<file path="src/rtl/bcd_pkg.sv">
// Shared types for the BCD operand-capture path.
// Digit, 3-digit value and entry-state definitions.
package bcd_pkg;

  typedef logic [3:0] bcd_digit_t;

  typedef struct packed {
    bcd_digit_t huns;
    bcd_digit_t tens;
    bcd_digit_t ones;
  } bcd3_t;

  typedef enum logic [1:0] {
    EMPTY,
    PARTIAL,
    FULL,
    COMMIT
  } entry_state_e;

  localparam bcd_digit_t BCD_MAX = 4'd9;

endpackage

</file>
<file path="src/rtl/button_debounce.sv">
// Pushbutton synchronizer and debouncer.
// Emits a one-cycle registered pulse on each accepted press.
module button_debounce #(
  parameter int DEBOUNCE_CYCLES = 16,
  parameter bit ACTIVE_LOW      = 1'b1
) (
  input  logic clk,
  input  logic rst_n,
  input  logic btn_raw,
  output logic press_evt
);

  localparam int CW = (DEBOUNCE_CYCLES > 2) ?
                      $clog2(DEBOUNCE_CYCLES) : 1;
  localparam logic [CW-1:0] CNT_MAX = CW'(DEBOUNCE_CYCLES - 1);
  localparam logic IDLE_LVL = ACTIVE_LOW;

  logic          sync1_q, sync2_q;
  logic [CW-1:0] cnt_q, cnt_d;
  logic          stable_q, stable_d;
  logic          evt_q, evt_d;
  logic          level;

  assign level     = sync2_q ^ ACTIVE_LOW;
  assign press_evt = evt_q;

  // Count consecutive disagreeing samples; flip stable state on the last one.
  always_comb begin
    cnt_d    = '0;
    stable_d = stable_q;
    evt_d    = 1'b0;
    if (level != stable_q) begin
      if (cnt_q == CNT_MAX) begin
        stable_d = level;
        evt_d    = level;
      end else begin
        cnt_d = cnt_q + 1'b1;
      end
    end
  end

  // Synchronizer and debounce state registers.
  always_ff @(posedge clk or negedge rst_n) begin
    if (!rst_n) begin
      sync1_q  <= IDLE_LVL;
      sync2_q  <= IDLE_LVL;
      cnt_q    <= '0;
      stable_q <= 1'b0;
      evt_q    <= 1'b0;
    end else begin
      sync1_q  <= btn_raw;
      sync2_q  <= sync1_q;
      cnt_q    <= cnt_d;
      stable_q <= stable_d;
      evt_q    <= evt_d;
    end
  end

endmodule

</file>
<file path="src/rtl/bcd_entry_latch.sv">
// Calculator-style 3-digit BCD entry with debounced commit.
// Commit shifts current value to y and the entry into x.
module bcd_entry_latch
  import bcd_pkg::*;
#(
  parameter int DEBOUNCE_CYCLES  = 16,
  parameter bit ENTER_ACTIVE_LOW = 1'b1
) (
  input  logic       clk,
  input  logic       rst_n,
  input  logic [3:0] digit_in,
  input  logic       digit_valid,
  input  logic       enter_raw,
  input  logic       clear,
  output logic [3:0] cur_ones,
  output logic [3:0] cur_tens,
  output logic [3:0] cur_huns,
  output logic [1:0] digit_count,
  output logic [3:0] x_ones,
  output logic [3:0] x_tens,
  output logic [3:0] x_huns,
  output logic [3:0] y_ones,
  output logic [3:0] y_tens,
  output logic [3:0] y_huns,
  output logic       commit,
  output logic       err
);

  entry_state_e state_q, state_d;
  bcd3_t        cur_q, cur_d;
  bcd3_t        x_q, x_d;
  bcd3_t        y_q, y_d;
  logic [1:0]   cnt_q, cnt_d;
  logic         commit_q, commit_d;
  logic         err_q, err_d;
  logic         press;

  button_debounce #(
    .DEBOUNCE_CYCLES (DEBOUNCE_CYCLES),
    .ACTIVE_LOW      (ENTER_ACTIVE_LOW)
  ) u_enter_db (
    .clk       (clk),
    .rst_n     (rst_n),
    .btn_raw   (enter_raw),
    .press_evt (press)
  );

  // Entry FSM: clear beats press, press beats digit strobe.
  always_comb begin
    state_d  = state_q;
    cur_d    = cur_q;
    x_d      = x_q;
    y_d      = y_q;
    cnt_d    = cnt_q;
    commit_d = 1'b0;
    err_d    = 1'b0;
    if (clear) begin
      cur_d   = '0;
      cnt_d   = 2'd0;
      state_d = EMPTY;
      err_d   = digit_valid;
    end else if (state_q == COMMIT) begin
      state_d = EMPTY;
      err_d   = digit_valid;
    end else if (press) begin
      y_d      = x_q;
      x_d      = cur_q;
      cur_d    = '0;
      cnt_d    = 2'd0;
      state_d  = COMMIT;
      commit_d = 1'b1;
      err_d    = digit_valid;
    end else if (digit_valid) begin
      if (digit_in > BCD_MAX || state_q == FULL) begin
        err_d = 1'b1;
      end else begin
        cur_d.huns = cur_q.tens;
        cur_d.tens = cur_q.ones;
        cur_d.ones = digit_in;
        cnt_d      = cnt_q + 2'd1;
        state_d    = (cnt_q == 2'd2) ? FULL : PARTIAL;
      end
    end
  end

  // Entry, operand and strobe registers.
  always_ff @(posedge clk or negedge rst_n) begin
    if (!rst_n) begin
      state_q  <= EMPTY;
      cur_q    <= '0;
      x_q      <= '0;
      y_q      <= '0;
      cnt_q    <= 2'd0;
      commit_q <= 1'b0;
      err_q    <= 1'b0;
    end else begin
      state_q  <= state_d;
      cur_q    <= cur_d;
      x_q      <= x_d;
      y_q      <= y_d;
      cnt_q    <= cnt_d;
      commit_q <= commit_d;
      err_q    <= err_d;
    end
  end

  assign cur_ones    = cur_q.ones;
  assign cur_tens    = cur_q.tens;
  assign cur_huns    = cur_q.huns;
  assign digit_count = cnt_q;
  assign x_ones      = x_q.ones;
  assign x_tens      = x_q.tens;
  assign x_huns      = x_q.huns;
  assign y_ones      = y_q.ones;
  assign y_tens      = y_q.tens;
  assign y_huns      = y_q.huns;
  assign commit      = commit_q;
  assign err         = err_q;

endmodule

</file>
<file path="config.mk">
export PLATFORM = sky130hd
export DESIGN_NAME = bcd_entry_latch
export DESIGN_NICKNAME = d
export VERILOG_FILES = /design/src/rtl/bcd_pkg.sv /design/src/rtl/button_debounce.sv /design/src/rtl/bcd_entry_latch.sv
export SDC_FILE = /design/constraint.sdc
export NUM_CORES = 1
export LEC_CHECK = 0
export BUFFER_PORTS_ARGS = -buffer_cell sky130_fd_sc_hd__buf_2
export CORE_MARGIN = 8
export CORE_UTILIZATION = 50
export DETAILED_ROUTE_END_ITERATION = 7
export PLACE_DENSITY = 0.71
export SYNTH_ARGS = -nofsm -noshare
export SYNTH_HDL_FRONTEND = slang
export SYNTH_SLANG_ARGS = --single-unit
</file>
<file path="constraint.sdc">
create_clock -name clk -period 2.3 [get_ports clk]
set_clock_uncertainty 0.05 [all_clocks]
set_input_delay 0.46 -clock clk [delete_from_list [all_inputs] [get_ports clk]]
set_output_delay 0.46 -clock clk [all_outputs]
set_load 0.02 [all_outputs]
</file>
==> impl_metrics.csv, run 1 <==
group,metric,value,unit
clock_network,post_cts_buffers,0,
global_route,grt_pass1_vias,1345,
global_route,antenna_found_initial,0,
global_route,grt_pass1_wl,6600,um
clock_network,post_cts_resize_count,0,
logic_synthesis,ys_warn_count,0,
sta,worstMarginPinSlew,0.924,ns
finish,finalNetCount,190,
worst_setup_path,crit_chain,"a21boi_2 -> a311oi_2 -> mux2_2",
logic_synthesis,synth_top_area_share,59.4,%
clock_network,cts_tree,"done",
logic_synthesis,synth.distinct_cells,30,
worst_setup_path,start_kind,"flip-flop",
detailed_routing,drc_errors,0,
pwr,powerDensity,625,nW/um2
floorplan,ios,49,
finish,antenna_cells,0,
worst_setup_path,worstSetupPathType,"reg -> reg",
place,gp_congestion,0.723,
pwr,peakVddDrop,0.000377,V
place,portBuffers,48,
logic_synthesis,syn_nets,137,
finish,area_growth,16.9,%
outcome,status,"complete, no violations",
clock_network,h-tree-depth,2,
logic_synthesis,syn_area,2020,um2
hold_path,hp-class,"in -> async",
worst_setup_path,setup.worst_path.end_class,"flip-flop",
sta,final-setup-viol-count,0,
logic_synthesis,synth.area.top_cells,"dfrtp_1 59%, mux2_4 14%, a22o_1 5.6%, mux2_2 3.3%, dfstp_2 2.6%",
worst_setup_path,max_stage_delay,0.80,ns
finish,nFillCells,326,
logic_synthesis,synth_common_cells,"48 x dfrtp_1, 19 x mux2_4, 13 x a22o_1",
floorplan,dieHeight,79.6,um
logic_synthesis,syn_area_per_cell,16.1,um2
place,hpwl,3020,um
floorplan,core_area,3940,um2
floorplan,die_area,6340,um2
finish,drive_gt1_share,48.6,%
worst_setup_path,cp_max_fo,14,
pwr,p_leak,1.28,nW
global_route,grt_usage,13.1,%
logic_synthesis,yosysSeqAreaShare,62.0,%
worst_setup_path,reg2reg_slack,0.50,ns
clock_network,path_clk_slew,0.08,ns
global_route,grt_max_degree,20,
logic_synthesis,yosysTopAreaCell,"dfrtp_1",
detailed_routing,dr.pass1.iters,4,
detailed_routing,dr.first_iter.drc_count,42,
sta,drv_slew,0,
detailed_routing,vias,1238,
worst_setup_path,rr_worst_depth,3,
clock_network,clkLatencyLatePin,0.29,ns
logic_synthesis,synthCells,126,
clock_network,hold_buffers,0,
worst_setup_path,crit_family,"compound AO/OA/AOI/OAI gates",
sta,rsz0062_at_grt,"false",
floorplan,num_rows,23,
floorplan,die_w,79.6,um
place,placed_cell_area,2290,um2
logic_synthesis,yosysMostFrequentCell,"dfrtp_1",
floorplan,initial_core_util,51.3,%
detailed_routing,wire_per_inst,17.7,um
sta,period_share,78.4,%
sta,fmax,555,MHz
worst_setup_path,r2r_start,"u_enter_db.press_evt",
worst_setup_path,r2r-end,"digit_count[0]",
worst_setup_path,cpMaxStageDelayCell,"a311oi_2",
clock_network,cts-root-buf,"clkbuf_8",
detailed_routing,vias_per_cell,5.41,
detailed_routing,routed_wl,4060,um
worst_setup_path,cp.arrival,1.99,ns
clock_network,clockBufferDepth,2,
sta,relSlewSlack,38.4,%
logic_synthesis,synth-edff-count,0,
run,drv_cap,0,
sta,post-route-min-period,1.80,ns
clock_network,cts_buffers,5,
worst_setup_path,path_buf_inv,0,
logic_synthesis,ys_ff_latch,50,
clock_network,clock-sinks,50,
finish,final_area,2370,um2
global_route,overflow,0,
logic_synthesis,yosys_most_used_dff,"dfrtp_1",
sta,hold_viol,0,
worst_setup_path,worstPathRequired,2.48,ns
sta,tns,0,ns
logic_synthesis,ys_async_sr_fraction,100,%
detailed_routing,ant_nets,0,
## cell usage in the layout (no fill, tap or decap), types with 2 or more instances in the layout
master,n
a22o_1,13
ha_1,2
clkbuf_1,2
mux2_2,6
nor3_1,3
buf_2,48
clkbuf_8,5
dfstp_2,2
a311oi_1,2
mux2_4,19
inv_1,5
dfrtp_1,48
nor2_1,2
and3_1,2
buf_4,3
## worst register-to-register path: cells and delay by family, from the launching register on
family | cells | cell delay, ns
flip-flops | 1 | 0.41
AO/OA/AOI/OAI | 2 | 0.98
multiplexers | 1 | 0.30
## layer usage
layer | global-route usage (%) | share of wire (%)
met2 | 20.6 | 47
met5 | 0 | 0
met3 | 4.84 | 7.4
met1 | 16.1 | 43
met4 | 5.00 | 1.8
## cell families after synthesis
| logic type | share of synthesized area [%] |
|---|---|
| compound gates | 10.1 |
| xor+xnor | 0.866 |
| fa+ha+maj | 1.24 |
| buf+inv | 4.82 |
| flops | 62.0 |
| mux | 17.4 |
| simple gates | 3.52 |
## worst max path at each step
stage	from	endpoint	slack (ns)	cells after the start
final	u_enter_db.press_evt	digit_count[0]	0.50	3
after global routing	u_enter_db.press_evt	digit_count[0]	0.34	3
after CTS	u_enter_db.press_evt	digit_count[0]	0.48	3
after detailed placement	digit_in[2]	digit_count[0]	0.30	4
after global placement	digit_in[2]	digit_count[0]	0.42	4
after floorplan	state_q[1]	x_huns[0]	0.83	5
## cell type report
class	instances	area, um2	area share, %
Clock buffer	7	76.3	3.23
Tap cell	50	62.6	2.64
Inverter	5	18.8	0.793
Sequential cell	50	1250	53.0
Timing Repair Buffer	52	283	12.0
Multi-Input combinational cell	65	672	28.4
## registers in the layout, indices dropped and copies added, names as in the netlist, 2 cells and up
name	flops
cur_huns	4
x_ones	4
digit_count	2
y_ones	4
cur_tens	4
cur_ones	4
x_huns	4
y_tens	4
y_huns	4
state_q	2
x_tens	4
u_enter_db.cnt_q	4
## power breakdown
| part | switching (W) | total, W | internal, W |
|---|---|---|---|
| Sequential | 0.0000183 | 0.000916 | 0.000897 |
| Combinational | 0.0000625 | 0.0000960 | 0.0000335 |
| Clock | 0.000258 | 0.000468 | 0.000210 |
| Total | 0.000339 | 0.00148 | 0.00114 |
## through the flow
stage               instances  hold slack, ns  setup slack (ns)  util, %  power, W
finish                    229          0.0351             0.497     60.0   0.00148
global placement          222           0.298             0.419     58.1   0.00102
detailed placement        222           0.298             0.298     58.1   0.00103
global route              229          0.0569             0.344     60.0   0.00154
floorplan                 126           0.114             0.832        -  0.000980
CTS                       229          0.0377             0.479     60.0   0.00150
(Power assumes the default switching activity.)
==> run 2: changes to the inputs <==
--- a/config.mk
+++ b/config.mk
@@ -5,9 +5,10 @@
 export SDC_FILE = /design/constraint.sdc
 export NUM_CORES = 1
 export LEC_CHECK = 0
+export ABC_AREA = 1
 export BUFFER_PORTS_ARGS = -buffer_cell sky130_fd_sc_hd__buf_2
 export CORE_MARGIN = 8
-export CORE_UTILIZATION = 50
+export CORE_UTILIZATION = 48
 export DETAILED_ROUTE_END_ITERATION = 7
 export PLACE_DENSITY = 0.71
 export SYNTH_ARGS = -nofsm -noshare
==> constraint.sdc (replaced) <==
create_clock -name clk -period 1.6 [get_ports clk]
set_clock_uncertainty 0.05 [all_clocks]
set_input_delay 0.32 -clock clk [delete_from_list [all_inputs] [get_ports clk]]
set_output_delay 0.32 -clock clk [all_outputs]
set_load 0.02 [all_outputs]
==> impl_metrics.csv, run 2 <==
group,metric,value,unit
pwr,peakVddDrop,0.000447,V
clock_network,path_clk_slew,0.09,ns
logic_synthesis,synth_common_cells,"98 x nand2_1, 48 x dfrtp_1, 15 x nand4_1",
worst_setup_path,cp.arrival,1.49,ns
clock_network,h-tree-depth,2,
logic_synthesis,synth_top_area_share,56.2,%
sta,relSlewSlack,77.7,%
detailed_routing,vias,1621,
detailed_routing,wire_per_inst,13.0,um
logic_synthesis,synth.distinct_cells,28,
floorplan,die_area,6850,um2
logic_synthesis,yosys_most_used_dff,"dfrtp_1",
sta,post-route-min-period,1.34,ns
place,portBuffers,48,
detailed_routing,drc_errors,0,
detailed_routing,routed_wl,4270,um
sta,drv_slew,0,
logic_synthesis,ys_warn_count,0,
worst_setup_path,cp_max_fo,16,
global_route,grt_pass1_vias,1528,
worst_setup_path,worstSetupPathType,"reg -> reg",
finish,area_growth,16.3,%
global_route,overflow,0,
worst_setup_path,setup.worst_path.end_class,"flip-flop",
finish,finalNetCount,285,
floorplan,initial_core_util,49.5,%
floorplan,die_w,82.7,um
logic_synthesis,ys_async_sr_fraction,100,%
logic_synthesis,syn_nets,235,
sta,final-setup-viol-count,0,
logic_synthesis,synthCells,224,
logic_synthesis,yosysMostFrequentCell,"nand2_1",
logic_synthesis,syn_area,2140,um2
outcome,status,"complete, no violations",
sta,period_share,83.8,%
detailed_routing,dr.first_iter.drc_count,55,
worst_setup_path,worstPathRequired,1.75,ns
clock_network,clock-sinks,50,
floorplan,dieHeight,82.7,um
logic_synthesis,synth.area.top_cells,"dfrtp_1 56%, nand2_1 17%, nand4_1 4.4%, dfstp_2 2.5%, buf_6 2.1%",
clock_network,post_cts_resize_count,0,
clock_network,post_cts_buffers,0,
detailed_routing,dr.pass1.iters,4,
global_route,grt_pass1_wl,7260,um
logic_synthesis,syn_area_per_cell,9.55,um2
finish,final_common_cell,"nand2_1",
place,hpwl,3080,um
floorplan,core_area,4320,um2
detailed_routing,ant_nets,0,
run,drv_cap,0,
place,gp_congestion,0.842,
sta,hold_viol,0,
global_route,grt_max_degree,51,
sta,fmax,746,MHz
floorplan,ios,49,
pwr,powerDensity,918,nW/um2
finish,antenna_cells,0,
logic_synthesis,yosysTopAreaCell,"dfrtp_1",
clock_network,clkLatencyLatePin,0.31,ns
sta,tns,0,ns
detailed_routing,vias_per_cell,4.96,
hold_path,hp-class,"in -> reg",
floorplan,num_rows,24,
clock_network,clockBufferDepth,2,
sta,rsz0062_at_grt,"false",
global_route,antenna_found_initial,0,
worst_setup_path,start_kind,"flip-flop",
sta,worstMarginPinSlew,0.335,ns
clock_network,cts_buffers,5,
finish,post-route-util,57.5,%
clock_network,cts-root-buf,"clkbuf_8",
clock_network,cts_tree,"done",
logic_synthesis,yosysSeqAreaShare,58.6,%
logic_synthesis,synth-edff-count,0,
logic_synthesis,ys_ff_latch,50,
finish,drive_gt1_share,27.3,%
finish,most-common-layout-cells,"98 x nand2_1, 48 x dfrtp_1, 48 x buf_2",
pwr,p_leak,1.43,nW
global_route,grt_usage,13.7,%
-- run 2: cell types whose count changed after synthesis, sizes merged, moves of 3 or more --
cell    previous run  this run
a22o              13         0
a311oi             3         0
inv                5        14
mux2              25         0
nand2              1       102
nand3              1         5
nand4              0        15
nor2               2        12
o21ai              2         7
-- run 2: cell type report --
type	count	area [um2]
Clock buffer	5	68.8
Multi-Input combinational cell	152	742
Timing Repair Buffer	51	278
Tap cell	52	65.1
Clock inverter	3	25.0
Inverter	14	55.1
Fill cell	402	1840
Sequential cell	50	1250
-- run 2: path summary, 6_finish.rpt --
check	start	to	slack [ns]	cells after the start
setup / recovery	state_q[1]	x_tens[1]	0.26	5
hold / removal	enter_raw	u_enter_db.sync1_q	0.06	1
setup reg to reg	state_q[1]	x_tens[1]	0.26	5
hold reg to reg	u_enter_db.sync1_q	u_enter_db.sync2_q	0.32	0
max in group asynchronous	rst_n	u_enter_db.sync2_q	0.76	3
min in group asynchronous	rst_n	x_huns[2]	0.47	3
-- run 2: critical path: stages, from the launching register on --
cell	delay (ns)
dfrtp_1	0.47
nand2_1	0.18
nand3_4	0.16
buf_4	0.24
nand2_1	0.08
nand2_1	0.05
-- run 2: cells by family after synthesis --
group,Yosys count,synth area share (%)
AND/OR/NAND/NOR,138,30.0
buffers and inverters,22,6.67
adder cells (fa/ha/maj),2,1.17
XOR/XNOR,2,0.819
flip-flops,50,58.6
AO/OA/AOI/OAI,10,2.75
-- run 2: power breakdown --
group          total [W]  leakage [nW]  internal [W]  switching (W)
clock network   0.000747        0.0447      0.000316       0.000431
registers        0.00133         0.667       0.00130      0.0000362
logic           0.000202         0.715     0.0000655       0.000137
total            0.00228          1.43       0.00168       0.000604
-- run 2: routing by layer --
metal	wire length, um	share of wire [%]	GRT usage (%)	vias up
li1	-	-	-	807
met1	1860	44	18.0	757
met2	1960	46	20.7	50
met3	372	8.7	4.11	7
met4	72	1.7	5.86	0
met5	0	0	0	-
-- run 2: per-stage QoR --
| step | instance area [um2] | setup slack [ns] | std cells | total power, W | hold WS [ns] |
|---|---|---|---|---|---|
| 2_1_floorplan | 2140 | 0.396 | 224 | 0.00148 | -0.0256 |
| 3_3_place_gp | 2380 | 0.263 | 318 | 0.00156 | 0.280 |
| 3_5_place_dp | 2380 | 0.256 | 318 | 0.00156 | 0.278 |
| 4_1_cts | 2490 | 0.243 | 327 | 0.00232 | 0.0417 |
| 5_1_grt | 2490 | 0.113 | 327 | 0.00240 | 0.0375 |
| 6_report | 2490 | 0.259 | 327 | 0.00228 | 0.0561 |
-- run 2: what timing repair did --
| action | CTS | global route |
|---|---|---|
| endpoints found under the setup margin | 0 | 0 |
| hold buffers | 1 | 0 |
| hold endpoints to repair | 48 | 0 |
